**src/rtl/write_once_reg_bank.sv**
```systemverilog
// Bank of write-once registers: each register commits one write, then locks
// itself (via wr_data[0] or lock_all) until reset; writes to locked registers are counted.
module write_once_reg_bank #(
    parameter int DATA_W    = 16,
    parameter int ADDR_W    = 2,
    parameter int ERR_CNT_W = 8
) (
    input  logic                    Clk,
    input  logic                    ip_resetn,
    input  logic                    wr_en,
    input  logic [ADDR_W-1:0]       wr_addr,
    input  logic [DATA_W-1:0]       wr_data,
    input  logic                    lock_all,
    input  logic                    rd_en,
    input  logic [ADDR_W-1:0]       rd_addr,
    input  logic                    err_clr,
    output logic [DATA_W-1:0]       rd_data,
    output logic                    rd_valid,
    output logic [(2**ADDR_W)-1:0]  lock_status,
    output logic                    wr_err,
    output logic [ERR_CNT_W-1:0]    err_count
);

    localparam int NUM_REGS = 2**ADDR_W;

    logic [DATA_W-1:1]    payload [NUM_REGS];
    logic [NUM_REGS-1:0]  lock;
    logic [NUM_REGS-1:0]  lock_next;
    logic [ERR_CNT_W-1:0] err_next;
    logic                 wr_accept;
    logic                 wr_reject;

    assign lock_status = lock;

    // NOTE: every output of an always_comb gets a default first, so no path can infer a latch.
    always_comb begin
        wr_accept = wr_en & ~lock[wr_addr];
        wr_reject = wr_en &  lock[wr_addr];

        lock_next = lock;
        if (lock_all) begin
            lock_next = '1;
        end
        // An accepted write targets an unlocked register, so OR-ing keeps a same-cycle lock_all.
        if (wr_accept) begin
            lock_next[wr_addr] = lock_next[wr_addr] | wr_data[0];
        end

        err_next = err_count;
        if (err_clr) begin
            err_next = wr_reject ? ERR_CNT_W'(1) : '0;
        end else if (wr_reject && (err_count != '1)) begin
            err_next = err_count + ERR_CNT_W'(1);
        end
    end

    // NOTE: the payload array is reset because reset must clear all stored data immediately;
    // state is updated with non-blocking assignments so all reads see pre-edge values.
    always_ff @(posedge Clk or negedge ip_resetn) begin
        if (!ip_resetn) begin
            for (int i = 0; i < NUM_REGS; i++) begin
                payload[i] <= '0;
            end
            lock      <= '0;
            rd_data   <= '0;
            rd_valid  <= 1'b0;
            wr_err    <= 1'b0;
            err_count <= '0;
        end else begin
            if (wr_accept) begin
                payload[wr_addr] <= wr_data[DATA_W-1:1];
            end
            lock      <= lock_next;
            wr_err    <= wr_reject;
            err_count <= err_next;
            rd_valid  <= rd_en;
            if (rd_en) begin
                rd_data <= {payload[rd_addr], lock[rd_addr]};
            end
        end
    end

endmodule
```
**config.mk**
```make
export PLATFORM = sky130hd
export DESIGN_NAME = write_once_reg_bank
export DESIGN_NICKNAME = d
export VERILOG_FILES = /design/src/rtl/write_once_reg_bank.sv
export SDC_FILE = /design/constraint.sdc
export NUM_CORES = 1
export LEC_CHECK = 0
export BUFFER_PORTS_ARGS = -buffer_cell sky130_fd_sc_hd__buf_2
export CAP_MARGIN = 25
export CORE_MARGIN = 2
export CORE_UTILIZATION = 45
export CTS_CLUSTER_SIZE = 25
export DETAILED_ROUTE_END_ITERATION = 8
export GPL_ROUTABILITY_DRIVEN = 0
export PLACE_DENSITY = 0.65
export SKIP_CTS_REPAIR_TIMING = 1
export SLEW_MARGIN = 0
export SYNTH_ARGS = -nofsm -noshare
export SYNTH_HDL_FRONTEND = slang
export SYNTH_SLANG_ARGS = --single-unit
```
**constraint.sdc**
```tcl
create_clock -name Clk -period 2.55 [get_ports Clk]
set_clock_uncertainty 0.15 [all_clocks]
set_input_delay 0.255 -clock Clk [delete_from_list [all_inputs] [get_ports Clk]]
set_output_delay 0.255 -clock Clk [all_outputs]
set_load 0.01 [all_outputs]
```
# After elaboration in Yosys (flattened, before gate mapping)
# Index checks and enable logic that the tools add are counted.
word_totals:
  reg_bits: 90
  wordCells: 47
  in_bits: 26
  output_inout_bits: 30
classes:
  n_reduce_logical: 4
  n_lt_le_gt_ge: 6
  n_addsub: 1
  bitwise: 6
  n_mux: 20
  n_eq_ne: 1
op_table:
  columns: ["op", "n"]
  rows:
  - ["$bwmux W60", 1]
  - ["$mux W15", 3]
  - ["$bmux W15 S2", 1]
  - ["$demux W15 S2", 1]
  - ["$mux W8", 2]
  - ["$add A8 B1 Y8 const B", 1]
  - ["$mux W4", 2]
  - ["$ne A8 B8 Y1 const B", 1]
  - ["$bmux W1 S2", 3]
  - ["$ge A3 B3 Y1 const B", 2]
  - ["$lt A2 B3 Y1 const B", 2]
  - ["$not A2 Y3", 2]
  - ["$mux W1", 5]
  - ["$bwmux W4", 1]
  - ["$logic_and A1 B1 Y1", 3]
  - ["$lt A3 B1 Y1 const B", 1]
  - ["$and A1 B1 Y1", 2]
  - ["$demux W1 S2", 1]
  - ["$ge A2 B1 Y1 const B", 1]
  - ["$reduce_bool A2 Y1", 1]
  - ["$not A1 Y1", 1]
  - ["$or A1 B1 Y1", 1]

# Logic depth before layout (Yosys ltp)
depth:
  depth_word: 6
  depth_mapped: 6

# Worst setup path after synthesis
# No wires, ideal clock.
synth_timing:
  kind: "register to register"
  start: "register err_count[0]"
  end: "register err_count[5]"
  path_stages_with_launch: 7
  arrival_time_ns: 1.559
  path_slack_ns: 0.716
  setup_ns: 0.125
  path_buffers: 1
  cell_sequence: "dfrtp_1 > ha_1 > nand3_1 > nor2_1 > clkbuf_1 > nor4_1 > mux2_2"
synth_via:
  elab_chain_len: 3
  word_cells_on_any_way: 6
synth_rtl:
  columns: ["element", "line", "rtl"]
  rows:
  - ["start, declared", "21", "output logic [ERR_CNT_W-1:0] err_count"]
  - ["start signal, assigned", "75", "err_count <= err_next;"]
  - ["$add A8 B1 Y8 / $ne A8 B8 Y1 (equally long branches)", "53, 52", null]
  - ["$mux W8 / $logic_and A1 B1 Y1 (equally long branches)", "52", "end else if (wr_reject && (err_count != '1)) begin"]
  - ["$mux W8 / $reduce_bool A2 Y1 (equally long branches)", null, null]
# Several ways; a longest one is shown, not always the timed one. The select of a mux whose other input is x is not followed.
# A chain may end at the register's enable or synchronous reset.

# Worst setup path in the final report
# Same ends and word-level chain as after synthesis.

==> results.json <==
{
  "use_met2_pct": 26.2,
  "wl_per_cell_um": 17.3,
  "cts_htree_levels": 3,
  "hold_viol": 0,
  "seq_area_frac_synth_pct": 57.1,
  "cts_buffers": 9,
  "netlist_area_um2": 3940,
  "numPortBuffers": 55,
  "drive_gt1_share_pct": 54.0,
  "r2r-start": "err_count[0]$_DFFE_PN0P_",
  "fin_cells": 430,
  "p_per_area_nw_per_um2": 609,
  "setup_viol_count_final": 0,
  "grt.busiest_layer": "met2",
  "worst-slew-pin-transition_ps": 606,
  "whs_endpoint": "payload[55]$_DFFE_PN0P_",
  "antenna_found_initial": 0,
  "max-cap-violations": 0,
  "nets": 344,
  "ys_ff_latch": 90,
  "crit_arrival_ps": 1980,
  "hold_path_class": "input pin to flip-flop",
  "hold_slack_ps": 23.6,
  "worstHoldPathCells": 2,
  "synth.area.top_cells": "dfrtp_1, mux2_2, mux4_2",
  "total_leakage_power_nw": 2.15,
  "finalMaxSlewViolations": 0,
  "cts.reportedPaths.clkPinSlew_ps": 90,
  "critPathLaunchType": "flip-flop",
  "fp.coreArea_um2": 8590,
  "gr-total-overflow": 0,
  "fp.dieArea_um2": 9520,
  "diodes": 0,
  "synthCells": 258,
  "boundaryPins": 56,
  "wirelength_mm": 7.46,
  "grt_max_degree": 51,
  "period_share_pct": 74.4,
  "crit_type": "flip-flop to flip-flop",
  "clockBufferDepth": 2,
  "vdd_drop_max_mv": 0.240,
  "relSlewSlack_pct": 59.5,
  "dp_cells": 413,
  "die_w_um": 97.6,
  "cts_tree": "done",
  "min_from": "wr_data[11]",
  "grt_usage_pct": 16.8,
  "die_y_um": 97.6,
  "ys_types": 34,
  "worst_r2r_endpoint": "err_count[5]$_DFFE_PN0P_",
  "critPathRequiredTime_ps": 2640,
  "drc": 0,
  "final.min_clock_period_ps": 1900,
  "ant_nets": 0,
  "synthToLayoutAreaGrowth_pct": 15.1,
  "syn_nets": 285,
  "tns_ps": 0,
  "rows": 34,
  "dpl.hpwl_mm": 4.73,
  "rsz0062_at_grt": "no",
  "max_clock_freq_mhz": 527,
  "ff2ff_setup_slack_ps": 650,
  "drtIter0Drc": 71,
  "critPathMaxFanout": 11,
  "start_util_pct": 45.9,
  "viasPerCell": 5.46,
  "status": "completed",
  "numClockSinks": 90,
  "first_pass_iters": 4,
  "n_fill_cell": 748,
  "synth_top_area_share_pct": 57.1,
  "utilization_pct": 52.8,
  "ys_warn_count": 0,
  "insertion_delay_ps": 340,
  "grt_pass1_vias": 2406,
  "vias": 2348,
  "syn_area_per_cell_um2": 15.3,
  "worst_r2r_path_depth": 5,
  "yosysTopAreaCell": "dfrtp_1",
  "root_buffer": "clkbuf_8",
  "grt_util_met1_pct": 23.8,
  "grt_first_pass_wirelength_mm": 12.6,
  "use_met3_pct": 2.81,
  "cp-end-kind": "flip-flop"
}
-- how the worst max path moves through the flow --
stage | start | depth (start not counted) | endpoint | slack [ps]
floorplan | err_count[0]$_DFFE_PN0P_ | 6 | err_count[5]$_DFFE_PN0P_ | 720
global placement | wr_addr[0] | 5 | err_count[5]$_DFFE_PN0P_ | 630
detailed placement | wr_addr[0] | 5 | err_count[5]$_DFFE_PN0P_ | 580
CTS | err_count[0]$_DFFE_PN0P_ | 5 | err_count[5]$_DFFE_PN0P_ | 660
global route | err_count[0]$_DFFE_PN0P_ | 5 | err_count[5]$_DFFE_PN0P_ | 450
finish | err_count[0]$_DFFE_PN0P_ | 5 | err_count[5]$_DFFE_PN0P_ | 650
-- layout make-up --
cell class                 instances  area [µm²]  share of cell area [%]
clock inverter                     5        36.3                   0.800
tap                              108         135                    2.98
clock buffer                      11         151                    3.34
timing repair buffer              62         345                    7.61
inverter                           2        7.51                   0.166
sequential                        90        2250                    49.7
multi-input combinational        152        1610                    35.4
-- layer usage --
metal,share of wire (%),routed length [µm]
met5,0,0
met4,1.3,95
met3,2.6,197
met2,49,3660
met1,47,3510
-- cell usage after synthesis --
| cell type | number |
|---|---|
| or3_1 | 1 |
| nor4_1 | 1 |
| o22a_1 | 1 |
| nor2_1 | 4 |
| a211oi_1 | 1 |
| nor3b_2 | 1 |
| o41ai_1 | 2 |
| nand2_1 | 3 |
| mux2_2 | 77 |
| nor3_2 | 2 |
| clkbuf_1 | 4 |
| nor2b_1 | 2 |
| mux4_2 | 16 |
| or4_1 | 4 |
| nand3_1 | 4 |
| nand4b_1 | 1 |
| nand4_1 | 1 |
| nor3_1 | 4 |
| a21oi_1 | 9 |
| dfrtp_1 | 90 |
| o31ai_1 | 3 |
| ha_1 | 1 |
| or3b_2 | 1 |
| buf_6 | 1 |
| buf_1 | 2 |
| mux2i_1 | 2 |
| inv_1 | 2 |
| nand2b_1 | 3 |
| o311ai_0 | 1 |
| and3b_1 | 1 |
| buf_4 | 2 |
| o21ai_0 | 5 |
| buf_2 | 5 |
| o21bai_1 | 1 |
-- cells by family (layout without fill, tap and decap cells) --
kind of cell / after synthesis / after routing / synth area share [%]
AO/OA/AOI/OAI: 23 / 23 / 3.62
buffers and inverters: 16 / 80 / 2.06
flip-flops: 90 / 90 / 57.1
multiplexers: 95 / 95 / 31.7
adder cells (fa/ha/maj): 1 / 1 / 0.317
AND/OR/NAND/NOR: 33 / 33 / 5.21
-- sequential cells by signal (all words and copies together), names as in the netlist --
register	count
rd_data	16
lock_status	4
rd_valid	1
payload	60
wr_err	1
err_count	8
-- stage by stage --
stage | instance area [µm²] | worst slack, ps | total power [mW]
6_report | 4540 | 653 | 2.76
5_1_grt | 4540 | 449 | 2.90
3_5_place_dp | 4340 | 581 | 1.89
3_3_place_gp | 4340 | 625 | 1.88
4_1_cts | 4530 | 659 | 2.80
2_1_floorplan | 3940 | 716 | 1.76
-- layout by cell type (no fill, tap or decap), drive strengths merged --
| master | n |
|---|---|
| o21bai | 1 |
| ha | 1 |
| and3b | 1 |
| o22a | 1 |
| o41ai | 2 |
| nor3 | 6 |
| dlygate4sd3 | 1 |
| nand2 | 3 |
| o311ai | 1 |
| nand4 | 1 |
| clkbuf | 11 |
| clkinv | 1 |
| or3 | 1 |
| nor2b | 2 |
| nand2b | 3 |
| nor4 | 1 |
| dfrtp | 90 |
| buf | 61 |
| mux2 | 77 |
| mux4 | 16 |
| o31ai | 3 |
| or3b | 1 |
| a21oi | 9 |
| clkinvlp | 3 |
| mux2i | 2 |
| nand3 | 4 |
| nor2 | 4 |
| inv | 3 |
| nor3b | 1 |
| a211oi | 1 |
| o21ai | 5 |
| nand4b | 1 |
| or4 | 4 |
-- critical path, cell delays in order, from the launching register on --
cell and delay [ps]:
dfrtp_1 410, ha_1 260, nand3_1 90, nor2_1 480, nor4_1 110, mux2_2 290
-- power breakdown --
part           switching [mW]  total, mW  internal (mW)
Combinational           0.135      0.288          0.153
Sequential             0.0468       1.57           1.52
Clock                   0.500      0.909          0.409
Total                   0.682       2.76           2.08
(Power assumes the default switching activity.)
